===== src/rtl/sram_rd_engine.sv =====
// Descriptor-driven read initiator for a banked SRAM port: issues one read per
// cycle under a credit check and streams the returned words out in order.
module sram_rd_engine #(
  parameter int DWIDTH     = 32,
  parameter int NRAMWIDTH  = 5,
  parameter int AWIDTH     = 13,
  parameter int LWIDTH     = 10,
  parameter int FIFO_DEPTH = 4
) (
  input  logic                        clk_in,
  input  logic                        rst_in,
  input  logic                        desc_valid_in,
  output logic                        desc_ready_out,
  input  logic [NRAMWIDTH+AWIDTH-1:0] desc_addr_in,
  input  logic [LWIDTH-1:0]           desc_len_in,
  output logic                        mem_en_out,
  output logic                        mem_we_out,
  output logic [NRAMWIDTH+AWIDTH-1:0] mem_addr_out,
  input  logic [DWIDTH-1:0]           mem_d_in,
  output logic                        rd_valid_out,
  input  logic                        rd_ready_in,
  output logic [DWIDTH-1:0]           rd_data_out,
  output logic                        rd_last_out,
  output logic                        busy_out,
  output logic                        done_out
);

  localparam int AW = NRAMWIDTH + AWIDTH;
  localparam int PW = (FIFO_DEPTH > 2) ? $clog2(FIFO_DEPTH) : 1;
  localparam int CW = $clog2(FIFO_DEPTH + 1);

  typedef enum logic [1:0] {IDLE, RD, DRAIN} state_t;

  state_t              state_q, state_d;
  logic [AW-1:0]       cur_addr;
  logic [LWIDTH-1:0]   remaining;
  logic                inflight, inflight_last;
  logic [DWIDTH-1:0]   fifo_data [FIFO_DEPTH];
  logic                fifo_last [FIFO_DEPTH];
  logic [PW-1:0]       wr_ptr, rd_ptr;
  logic [CW-1:0]       count;
  logic [CW:0]         occupancy;
  logic                done_q;
  logic                issue, accept, done_set, pop, head_last;

  function automatic logic [PW-1:0] ptr_next(input logic [PW-1:0] p);
    return (p == PW'(FIFO_DEPTH - 1)) ? '0 : p + PW'(1);
  endfunction

  // Credits: entries that stay in the FIFO this cycle plus the read whose data lands next edge.
  assign occupancy = (CW+1)'(count) - (CW+1)'(pop) + (CW+1)'(inflight);

  always_ff @(posedge clk_in) begin
    if (rst_in) state_q <= IDLE;
    else        state_q <= state_d;
  end

  // NOTE: every output of this block gets a default first so no path leaves it unassigned and infers a latch.
  always_comb begin
    state_d  = state_q;
    issue    = 1'b0;
    accept   = 1'b0;
    done_set = 1'b0;
    unique case (state_q)
      IDLE: begin
        if (desc_valid_in) begin
          accept = 1'b1;
          if (desc_len_in == '0) done_set = 1'b1;
          else                   state_d  = RD;
        end
      end
      RD: begin
        if (occupancy < (CW+1)'(FIFO_DEPTH)) begin
          issue = 1'b1;
          if (remaining == LWIDTH'(1)) state_d = DRAIN;
        end
      end
      DRAIN: begin
        if (pop && head_last) begin
          state_d  = IDLE;
          done_set = 1'b1;
        end
      end
      default: state_d = IDLE;
    endcase
  end

  // NOTE: registers take non-blocking assignments so every flop samples pre-edge values regardless of statement order.
  always_ff @(posedge clk_in) begin
    if (rst_in) begin
      cur_addr      <= '0;
      remaining     <= '0;
      inflight      <= 1'b0;
      inflight_last <= 1'b0;
      wr_ptr        <= '0;
      rd_ptr        <= '0;
      count         <= '0;
      done_q        <= 1'b0;
    end else begin
      done_q        <= done_set;
      inflight      <= issue;
      inflight_last <= issue && (remaining == LWIDTH'(1));
      if (accept) begin
        cur_addr  <= desc_addr_in;
        remaining <= desc_len_in;
      end else if (issue) begin
        cur_addr  <= cur_addr + AW'(1);
        remaining <= remaining - LWIDTH'(1);
      end
      if (inflight) wr_ptr <= ptr_next(wr_ptr);
      if (pop)      rd_ptr <= ptr_next(rd_ptr);
      count <= count + CW'(inflight) - CW'(pop);
    end
  end

  // NOTE: the storage array has no reset; the cleared pointers and count make stale contents unreachable.
  always_ff @(posedge clk_in) begin
    if (inflight) begin
      fifo_data[wr_ptr] <= mem_d_in;
      fifo_last[wr_ptr] <= inflight_last;
    end
  end

  assign head_last      = fifo_last[rd_ptr];
  assign rd_valid_out   = (count != '0) && !rst_in;
  assign pop            = rd_valid_out && rd_ready_in;
  assign rd_data_out    = rd_valid_out ? fifo_data[rd_ptr] : '0;
  assign rd_last_out    = rd_valid_out && head_last;

  // Outputs are forced quiet while rst_in is high, whatever state the aborted run was in.
  assign mem_en_out     = issue && !rst_in;
  assign mem_we_out     = 1'b0;
  assign mem_addr_out   = mem_en_out ? cur_addr : '0;
  assign desc_ready_out = (state_q == IDLE) && !rst_in;
  assign busy_out       = (state_q != IDLE) && !rst_in;
  assign done_out       = done_q && !rst_in;

endmodule


===== config.mk =====
export PLATFORM = sky130hd
export DESIGN_NAME = sram_rd_engine
export DESIGN_NICKNAME = d
export VERILOG_FILES = /design/src/rtl/sram_rd_engine.sv
export SDC_FILE = /design/constraint.sdc
export NUM_CORES = 1
export LEC_CHECK = 0
export ABC_AREA = 0
export CAP_MARGIN = 20
export CORE_AREA = 2 2 118 149
export CTS_CLUSTER_DIAMETER = 80
export DETAILED_ROUTE_END_ITERATION = 6
export DIE_AREA = 0 0 120 151
export GPL_TIMING_DRIVEN = 0
export PLACE_DENSITY = 0.76
export SYNTH_ARGS = -nofsm -noshare
export SYNTH_HDL_FRONTEND = slang
export SYNTH_SLANG_ARGS = --single-unit

===== constraint.sdc =====
create_clock -name clk_in -period 3.9 [get_ports clk_in]
set_input_delay 0.585 -clock clk_in [delete_from_list [all_inputs] [get_ports clk_in]]
set_output_delay 0.585 -clock clk_in [all_outputs]
set_load 0.005 [all_outputs]

After elaboration in Yosys (flattened, before gate mapping)
Memories as Yosys holds them, arrays and structs flattened. A register that Yosys moved wholly into a read port is not among the register bits. Index checks and enable logic that the tools add are counted.

Add/sub/neg operators: 8. Order comparisons: 1. Equality and inequality tests: 10. Mux-type cells: 28. Reductions and logical operators: 16.

Operator list (count): $mux 18 (3); $mux 32 (1); $mux 2 (11); $mux 10 (2); $add 18x1->18 const B (1); $eq 10x1->1 const B (1); $logic_not 10->1 (1); $ne 2x2->1 const B (5); $sub 10x1->10 const B (1); $logic_and 1x1->1 (9); $mux 1 (9); $eq 2x2->1 const B (3); $pmux 2 s3 (1); $reduce_and 5->1 (1); $add 2x1->2 const B (2); $add 4x1->4 (1); $lt 4x3->1 const B (1); $reduce_bool 2->1 (2); $sub 3x1->4 (1); $add 3x1->3 (1); $reduce_bool 3->1 (1); $sub 3x1->3 (1); $eq 2x1->1 const B (1); $logic_not 2->1 (1); other kinds (2) (2).

Bits in registers: 40. RAM bits: 132. Bits of input ports: 64. Output and inout port bits: 57. Logic and storage cells: 74. Memories kept: 2.

Memories: fifo_data (depth 4, width 32, read ports 1, clocked after Yosys merged registers in 1, wr ports 1, RTL line 38) `logic [DWIDTH-1:0] fifo_data [FIFO_DEPTH];`; fifo_last (depth 4, width 1, read ports 1, clocked after Yosys merged registers in 1, wr ports 1, RTL line 39) `logic fifo_last [FIFO_DEPTH];`.

Longest topological paths before layout
Depth in word-level cells: 10. Gate-level depth with buffers: 13. Gate-level depth less buffers: 12.

Worst setup path after synthesis
No wires, ideal clock.

Path type: input to output. Start point: input rst_in. End point: output mem_addr_out[10]. Arrival time: 3310 ps. Path slack: 5 ps. Stages: 13. Path buffers: 2. Cells stage by stage: clkbuf_1 -> nor2_1 -> nand2_1 -> nand2_1 -> nand2_1 -> ha_1 -> fa_1 -> xnor2_2 -> o211ai_1 -> or2_2 -> nor2_1 -> buf_2 -> and2_1.

Cells in the longest elaborated chain, start to end: 10.

Ends and longest elaborated chain: start: declaration (RTL line 11) `input logic rst_in,`; $logic_not 1->1 * (RTL line 125, 131); $logic_and 1x1->1 (RTL line 125) `assign rd_valid_out = (count != '0) && !rst_in;`; $logic_and 1x1->1 (RTL line 126) `assign pop = rd_valid_out && rd_ready_in;`; $sub 3x1->4 (RTL line 51) `assign occupancy = (CW+1)'(count) - (CW+1)'(pop) + (CW+1)'(inflight);`; $add 4x1->4 (RTL line 51); $lt 4x3->1 (RTL line 73) `if (occupancy < (CW+1)'(FIFO_DEPTH)) begin`; $mux 1 (RTL line 73); $mux 1 (RTL line 64) `unique case (state_q)`; $logic_and 1x1->1 * (RTL line 131) `assign mem_en_out = issue && !rst_in;`; via mem_en_out (RTL line 16) `output logic mem_en_out,`; $mux 18 * (RTL line 133) `assign mem_addr_out = mem_en_out ? cur_addr : '0;`; end: declaration (RTL line 18) `output logic [NRAMWIDTH+AWIDTH-1:0] mem_addr_out,`.

The timed path passes the listed nets; every way through them passes the cells marked *.

Final worst setup path
Start point: register count[1]. End point: output mem_addr_out[12].

Cells in the longest elaborated chain, start to end: 10.

Ends and longest elaborated chain: start: declaration (RTL line 41) `logic [CW-1:0] count;`; start signal: assignment (RTL line 112) `count <= count + CW'(inflight) - CW'(pop);`; $reduce_bool 3->1 (RTL line 125); $logic_and 1x1->1 (RTL line 125); $logic_and 1x1->1 (RTL line 126); $sub 3x1->4 * (RTL line 51); $add 4x1->4 * (RTL line 51); $lt 4x3->1 * (RTL line 73); $mux 1 * (RTL line 73); $mux 1 * (RTL line 64); $logic_and 1x1->1 * (RTL line 131); $mux 18 * (RTL line 133).

Mark *: on every way between the ends. The rest lies on a longest branch, timed or not.

==> results.toml <==
[outcome]
status = "finished clean"

[final_layout]
nNetsFinal = 728
drive_gt1_frac = 0.1714
final_cells = 886
area_growth_pct = 29.78

[clock_network]
path_clk_slew_ps = 70
h-tree-depth = 4
cts_tree = "done"
cts_hold_buf = 0
clk_path_buf_depth = 2
root_buffer = "clkbuf_16"
clock_latency_ps = 430
clock_sinks = 174
cts_buffers = 17

[critical_path]
path_class = "reg2out"
worstPathMaxFanout = 7
arrival_ps = 3170
setup.worst_path.end_class = "output pin"
crit_required_ps = 3310
start_kind = "flip-flop"

[synth]
synth_top_area_cell = "edfxtp_1"
yosys_warnings = 0
syn-cell-area_um2 = 7415
synth_cell_types = 46
yosysSeqAreaShare = 0.6480
syn_avg_cell_area_um2 = 14.77
synth-seq-cells = 174
async_flop_share = 0
synth_nets = 578
synth_edf_count = 132
synthTopCellsByArea = "edfxtp_1 (53%), dfxtp_1 (11%), mux4_2 (10%)"
netlist_instances = 502
synthFlopType = "edfxtp_1"
yosys.area.top_type_share = 0.5346

[grt]
grt_usage = 0.1874
grt_pass1_vias = 5084
grt_pass1_wl_um = 25660
gr-total-overflow = 0
antenna_found_initial = 1
grt_max_degree = 34

[placement]
place_inst = 840
port_buffers = 118
gp_congestion = 0.8647
dp_hpwl_um = 10750
dp_slack_ps = -1312

[sta]
slew_violations = 0
clock.fmax_mhz = 266.6
relSlewSlack = 0.3909
fin_skew_ps = 12.10
period_share = 0.9619
setup_viol = 0
min_period_ps = 3751
timing.setup.tns_ps = 0
tightest_slew_ps = 913.7
finalHoldViolations = 0
setup_slack_ps = 148.7
timing.hold.ws_ps = 480.8

[route]
drc = 0
drt_first_pass_iters = 4
wl_per_cell_um = 18.52
via_per_inst = 5.359
vias = 4748
routed_wl_um = 16410
dr.first_iter.drc_count = 287
ant_nets = 0

[power_and_ir_drop]
cellPowerDensity_nw_per_um2 = 580.1
power_mw = 5.582
irDropWorstVdd_v = 0.0003103
p_leak_nw = 3.348

[floorplanning]
start_util = 0.4455
die_w_um = 120
die_h_um = 151
fp.dieArea_um2 = 18120
ios = 121
fp-row-count = 53
core-area_um2 = 16640

[min_path]
worstHoldPathType = "reg2reg"

[job]
drv_cap = 0
-- worst max-delay path: stages (launching register included) --
cell           delay [ps]
dfxtp_2               340
nor3_2                190
nor2_2                 70
nand2_2                90
or2_4                 140
nand2_2                60
ha_4                  170
fa_2                  370
xnor2_2               150
o211ai_1              150
or2_4                 280
nor2_4                110
buf_6                 130
buf_4                 110
and2_1                120
dlygate4sd2_1         240
-- final timing paths --
check,start,end,slack [ps],cells after the start
max,count[1],mem_addr_out[12],150,15
min,inflight_last,fifo_last[3],480,0
max reg2reg,count[2],cur_addr[5],740,12
min reg2reg,inflight_last,fifo_last[3],480,0
-- stage by stage --
stage,instance area (um^2),utilization
detailed placement,8876,0.5333
global placement,8871,0.5330
global route,9620,0.5780
finish,9623,0.5781
floorplan,7415,-
CTS,9557,0.5742
-- cell type report --
type,instances,area [um^2]
plain buffers,27,127.6
flip-flops and latches,174,4807
diodes,1,2.502
inverters,8,30.03
clock buffers,17,425.4
multi-input cells,293,2507
repair buffers,131,1280
well taps,220,275.3
clock inverters,15,167.7
fillers,1291,7022
-- what timing repair did --
action | in CTS | in global routing
gates resized for setup | 27 | 15
hold endpoints to repair | 0 | 0
gates cloned | 0 | 0
pin swaps | 7 | 4
setup endpoints to repair | 19 | 13
setup buffers | 8 | 5
-- layout by cell type, fill, tap and decap left out, drive strengths merged, types with 10 or more instances in the layout --
master	n
a211oi	24
and2	56
buf	22
clkbuf	37
clkdlybuf4s50	98
dfxtp	42
dlygate4sd2	10
edfxtp	132
ha	11
inv	16
mux4	33
nand2	18
nor2	44
nor3	15
xnor2	26
-- flip-flops by register name, indices dropped and copies added, names as in the netlist, named ones only --
signal / count
count: 3
cur_addr: 18
done_q: 1
fifo_data: 128
fifo_last: 4
inflight: 1
inflight_last: 1
rd_ptr: 2
remaining: 10
state_q: 2
wr_ptr: 2
-- layer usage --
layer / part of all wire / vias to the layer above / global-route usage
met1: 0.38 / 2329 / 0.2058
met5: 0 / - / 0
met4: 0.027 / 0 / 0.09000
met3: 0.059 / 35 / 0.05120
met2: 0.53 / 189 / 0.3349
li1: - / 2195 / -
-- where the power goes --
part	internal, mW	leakage (nW)	switching, mW
Clock	0.862	0.288	0.789
Sequential	2.16	1.54	0.100
Combinational	0.879	1.52	0.789
-- synthesized netlist by cell type, drive strengths merged (3+ instances only) --
cell,n
nand2,18
nor2b,4
and2,56
dfxtp,42
xnor2,26
mux4,33
o21ai,6
nor4,8
nor3,15
nand3b,4
and3,3
nand3,4
buf,9
ha,11
or3,3
edfxtp,132
inv,8
nand4,3
a211oi,24
a21oi,3
nor2,44
nor4b,6
clkbuf,18
mux2i,3
-- cell families after synthesis --
group	Yosys count	synth area share
AOI/OAI and AO/OA	43	0.04353
xor gates and xnor gates	26	0.03173
adders and majority gates	12	0.02126
buffers and inverters	35	0.01991
DFF	174	0.6480
muxes	36	0.1043
other	1	0.0005058
and+or+nand+nor	175	0.1308
Note: power is estimated with default switching activity, not from simulation.
==> variant 1 (same flow settings) <==
Make the reset (`rst_in`) asynchronous in 2 clocked blocks.
--- a/src/rtl/sram_rd_engine.sv
+++ b/src/rtl/sram_rd_engine.sv
@@ -52,3 +52,3 @@
 
-  always_ff @(posedge clk_in) begin
+  always_ff @(posedge clk_in or posedge rst_in) begin
     if (rst_in) state_q <= IDLE;
@@ -88,3 +88,3 @@
   // NOTE: registers take non-blocking assignments so every flop samples pre-edge values regardless of statement order.
-  always_ff @(posedge clk_in) begin
+  always_ff @(posedge clk_in or posedge rst_in) begin
     if (rst_in) begin
Function: no difference found for any inputs over 10 cycles, from zero or initial values and one cycle with rst_in high; that may be too few to reach the edited logic, so the function may still have changed.
==> variant 1 against the original RTL <==
- maximum frequency is 3.1% lower
- final area is 2.7% higher
- via count up 4.5%
- count of clock-buffer cells in the layout unchanged
- synthesized area up 0.93%
- sequential share of layout area grew 0.30 points
- largest cell class unchanged
- setup slack worse by 120 ps
- sequential cell count shrank 2
- wire length up 1.0%
Power is not compared: it rests on default switching activity, and its combinational part moved more than twofold at a synthesized area within 25%.
==> variant 1: results (changes against the original RTL) <==
filler cell count 1248 (-3.3%); CP Data Arrival Time 3290 ps (+120 ps); share of cells above drive strength 1 22.7% (+5.5 points); vias in the first global route 5209 (+2.5%); drt pass-1 iters 5 (+1); CP peak stage delay 420 ps (+50 ps); non-filler instance count after layout 890 (+0.45%); worst slew pin tran 939 ps (+25.6 ps); DP HPWL 11.0 mm (+2.2%); Yosys cell types 50 (+8.7%); number of synthesized flops with an enable pin 132 (unchanged); post-synthesis adder-cell area fraction 2.27% (+0.15 points); CP delay by family, top buffers and inverters; nets@finish 734 (+0.82%); Leak 3.57 nW; ys async rst share 23.3% (+23 points); Synth Instances 500 (-0.40%); top post-synthesis cells by area edfxtp_1 53%, dfrtp_1 13%, mux4_2 9.9%; initial antenna violation count 0 (-1); status finished clean; Inst Count DP 842 (+0.24%); DR WL/cell 18.6 um (+0.58%); GPL Wtd Cong 0.864 (about the same); Compound-Gate Fraction of Synth Area 6.72% (+2.4 points); register area share after synthesis 66.3% (+1.5 points); ANT cells 0 (-1); port buffer count 119 (+0.85%); worst-path fanout max 5 (-2); 1st-iter DRT viols 428 (+49%); Warnings, synthesis 0 (unchanged); via/cell ratio 5.58 (+4.0%); skew final 9.83 ps (-2.26 ps); Syn Nets 577 (-0.17%); post-synthesis xor/xnor area fraction 0.568% (-2.6 points); Commonest cells post-synth 132 x edfxtp_1, 43 x and2_1, 40 x dfrtp_1; Tot GR Track Use 19.2% (+0.49 points); first-pass GRT wire length 26.6 mm (+3.7%)
==> variant 1: layer usage <==
metal / GRT usage (%) / vias up / wire length [um]
met5: 0 / - / 0
met4: 7.00 / 0 / 340
met3: 4.97 / 27 / 944
met2: 33.6 / 207 / 8560
met1: 23.0 / 2489 / 6730
li1: - / 2239 / -
==> variant 1: metrics by stage <==
stage	area, sq um	setup WS [ps]	hold slack, ps	power, W
floorplan	7480	37.2	455	0.00429
global placement	8950	-1840	463	0.00527
detailed placement	9020	-1790	488	0.00538
CTS	9760	31.6	504	0.00734
global route	9880	-82.3	520	0.00802
finish	9880	29.9	497	0.00758
==> variant 1: report_power, final <==
group | switching [W] | total [W] | leakage (nW) | internal [W]
sequential | 0.000184 | 0.00252 | 1.68 | 0.00233
clock | 0.000756 | 0.00167 | 0.295 | 0.000918
combinational | 0.00168 | 0.00339 | 1.59 | 0.00171
total | 0.00262 | 0.00758 | 3.57 | 0.00496
==> variant 1: repair_timing <==
item / CTS / global route
buffers inserted: 9 / 7
endpoints found under the setup margin: 48 / 18
resized for setup: 47 / 62
gates cloned: 0 / 1
pin swaps: 6 / 4
==> variant 1: final timing paths <==
path | start | depth (start not counted) | endpoint | slack, ps
max | rst_in | 15 | mem_addr_out[12] | 30
min | inflight_last$_DFF_PP0_ | 0 | fifo_last[3]$_DFFE_PP_ | 500
max reg2reg | count[2]$_DFF_PP0_ | 15 | remaining[6]$_DFFE_PP0P_ | 510
min reg2reg | inflight_last$_DFF_PP0_ | 0 | fifo_last[3]$_DFFE_PP_ | 500
max in group asynchronous | rst_in | 4 | remaining[5]$_DFFE_PP0P_ | 2790
min in group asynchronous | rst_in | 3 | cur_addr[0]$_DFFE_PP0P_ | 590
==> variant 1: area by class of cell <==
class	instances	share of cell area [%]
buffer	24	1.49
clock buffer	17	4.31
clock inverter	15	1.77
inverter	25	1.00
multi-input combinational	278	25.0
sequential	172	50.3
tap	220	2.79
timing repair buffer	139	13.4
==> variant 1: cell families after synthesis <==
group,Yosys count
xor gates and xnor gates,4
muxes,34
DFF,172
other,1
buffers and inverters,50
adders and majority gates,13
AOI/OAI and AO/OA,71
and+or+nand+nor,155
==> variant 2 (same flow settings) <==
Made on the original files. `AWIDTH`: 13 -> 26.
--- a/src/rtl/sram_rd_engine.sv
+++ b/src/rtl/sram_rd_engine.sv
@@ -5,3 +5,3 @@
   parameter int NRAMWIDTH  = 5,
-  parameter int AWIDTH     = 13,
+  parameter int AWIDTH     = 26,
   parameter int LWIDTH     = 10,
Ports: changed (resized desc_addr_in and mem_addr_out); port bits go from 121 to 147. The function was not compared with the original's and may differ.
==> variant 2 against the original RTL <==
- register-to-register slack worse by 390 ps
- wire length rose by 27%
- die area did not move
- largest power group unchanged
- final area grew 14%
- sequential share of layout area shrank 3.5 points
- first-iteration DRC count grew 29%
- clock power increased by 2%
- synthesized area up 12%
- largest cell class unchanged
- setup slack got worse by 63 ps
- synthesized cell count rose by 27%
- sequential cell count is 13 higher
- clock skew up 1.9 ps
- power is 8.5% higher
- count of clock-buffer cells in the layout grew 1
==> variant 2: results (changes against the original RTL) <==
status finished clean; top post-synthesis cells by area edfxtp_1 48%, dfxtp_1 13%, mux4_2 8.9%; vias in the first global route 6251 (+23%); Commonest cells post-synth 132 x edfxtp_1, 64 x and2_1, 55 x dfxtp_1; initial antenna violation count 0 (-1); register area share after synthesis 60.7% (-4.1 points); Worst slew margin 19.1% (-20 points); worst r2r src count[1]$_SDFF_PP0_; Clock Latency Late Sink 430 ps (about the same); peak supply drop 0.252 mV (-19%); CP Data Arrival Time 3230 ps (+60 ps); RR Endpoint cur_addr[26]$_SDFFE_PP0P_; worst reg-to-reg setup slack 350 ps (-390 ps); Hold Path End fifo_last[2]$_DFFE_PP_; Syn Nets 726 (+26%); 1st-iter DRT viols 369 (+29%); skew final 14.0 ps (+1.87 ps); nets@finish 913 (+25%); GPL Wtd Cong 0.928 (+7.3%); Tot GR Track Use 23.3% (+4.6 points); ANT cells 0 (-1); Placement Setup Slack -1940 ps (-626 ps); DP HPWL 14.2 mm (+32%); largest net degree at the start of global routing 34 (unchanged); Regs by FF count fifo_data: 128 flops, cur_addr: 31 flops, remaining: 10 flops; clock buffer depth 2 (unchanged); Yosys cell types 58 (+26%); via/cell ratio 5.77 (+7.6%); Root Driver clkbuf_16; FF-to-FF path depth 15 (+3); Leak 3.72 nW (+11%); Hold Crit Start inflight_last$_SDFF_PP0_; drt pass-1 iters 4 (unchanged); port buffer count 145 (+23%); Hold Crit Class flop to flop; H-tree levels 4 (unchanged); Hold Path Depth 0 (unchanged); cts bufs inserted 17 (unchanged); Warnings, synthesis 0 (unchanged); number of synthesized flops with an enable pin 132 (unchanged); DRT Wirelength 20.8 mm (+27%); share of cells above drive strength 1 17.3% (+0.18 points); filler cell count 1203 (-6.8%); ys async rst share 0% (unchanged); first-pass GRT wire length 32.4 mm (+26%); worst-path fanout max 6 (-1); clk slew on worst S/H paths 70 ps (about the same)
## variant 2: layout make-up
type / instances / area [sq um] / share of cell area, %
well taps: 220 / 275 / 2.52
clock inverters: 14 / 163 / 1.49
repair buffers: 169 / 1560 / 14.3
flip-flops and latches: 187 / 5070 / 46.4
multi-input cells: 390 / 3140 / 28.8
clock buffers: 18 / 429 / 3.93
inverters: 20 / 75.1 / 0.687
plain buffers: 39 / 208 / 1.90
## variant 2: through the flow
| stage | hold slack [ps] | cell area [sq um] | cells | total power (W) | util [%] |
|---|---|---|---|---|---|
| floorplan | 438 | 8360 | 637 | 0.00345 | - |
| global route | 525 | 10900 | 1057 | 0.00632 | 65.6 |
| global placement | 447 | 10100 | 1002 | 0.00409 | 60.6 |
| detailed placement | 480 | 10100 | 1004 | 0.00415 | 60.9 |
| finish | 502 | 10900 | 1057 | 0.00606 | 65.6 |
| CTS | 504 | 10900 | 1050 | 0.00604 | 65.8 |
## variant 2: worst max-delay path: stages
cell and delay, ps:
buf_2 130, clkbuf_8 150, nor2_4 130, nand2_4 80, or2_4 270, nand2_4 80
ha_4 130, inv_2 40, fa_2 340, xor2_2 160, o211ai_1 230, nor3_4 270
buf_12 150, buf_4 130, and2_4 140, clkdlybuf4s15_1 190
## variant 2: how the worst max path moves through the flow
stage | startpoint | to | slack [ps] | depth (start not counted)
after floorplan | rst_in | mem_addr_out[15] | 7 | 14
after global placement | rst_in | mem_addr_out[25] | -1900 | 14
after detailed placement | rst_in | mem_addr_out[23] | -1940 | 14
after CTS | rst_in | mem_addr_out[16] | 20 | 17
after global routing | rst_in | mem_addr_out[0] | -10 | 16
final | rst_in | mem_addr_out[0] | 90 | 16
## variant 2: where the power goes
part | internal (W) | switching (W)
clock network | 0.000865 | 0.000824
logic | 0.000975 | 0.000965
registers | 0.00231 | 0.000121
## variant 2: cell families (layout without fill, tap and decap cells)
logic type               Yosys count  count (layout)  synth area share [%]
adder cells (fa/ha/maj)           12              12                  1.89
AND/OR/NAND/NOR                  246             246                  16.5
buffers and inverters             60             260                  2.76
AO/OA/AOI/OAI                     76              76                  6.78
flip-flops                       187             187                  60.7
multiplexers                      38              38                  9.53
other                              1               1                0.0450
XOR/XNOR                          17              17                  1.79
## variant 2: timing repair
item,in CTS,in global routing
setup endpoints to repair,77,37
cloned,1,0
gates resized for setup,81,44
pin swaps,6,5
setup buffers,14,7
hold buffers,0,0
## variant 2: per-layer routing
metal	part of all wire (%)	GRT usage [%]	wire length (um)
met2	54	43.5	11200
met1	38	26.4	7950
met3	5.5	4.37	1130
met5	0	0	0
met4	2.6	8.65	538
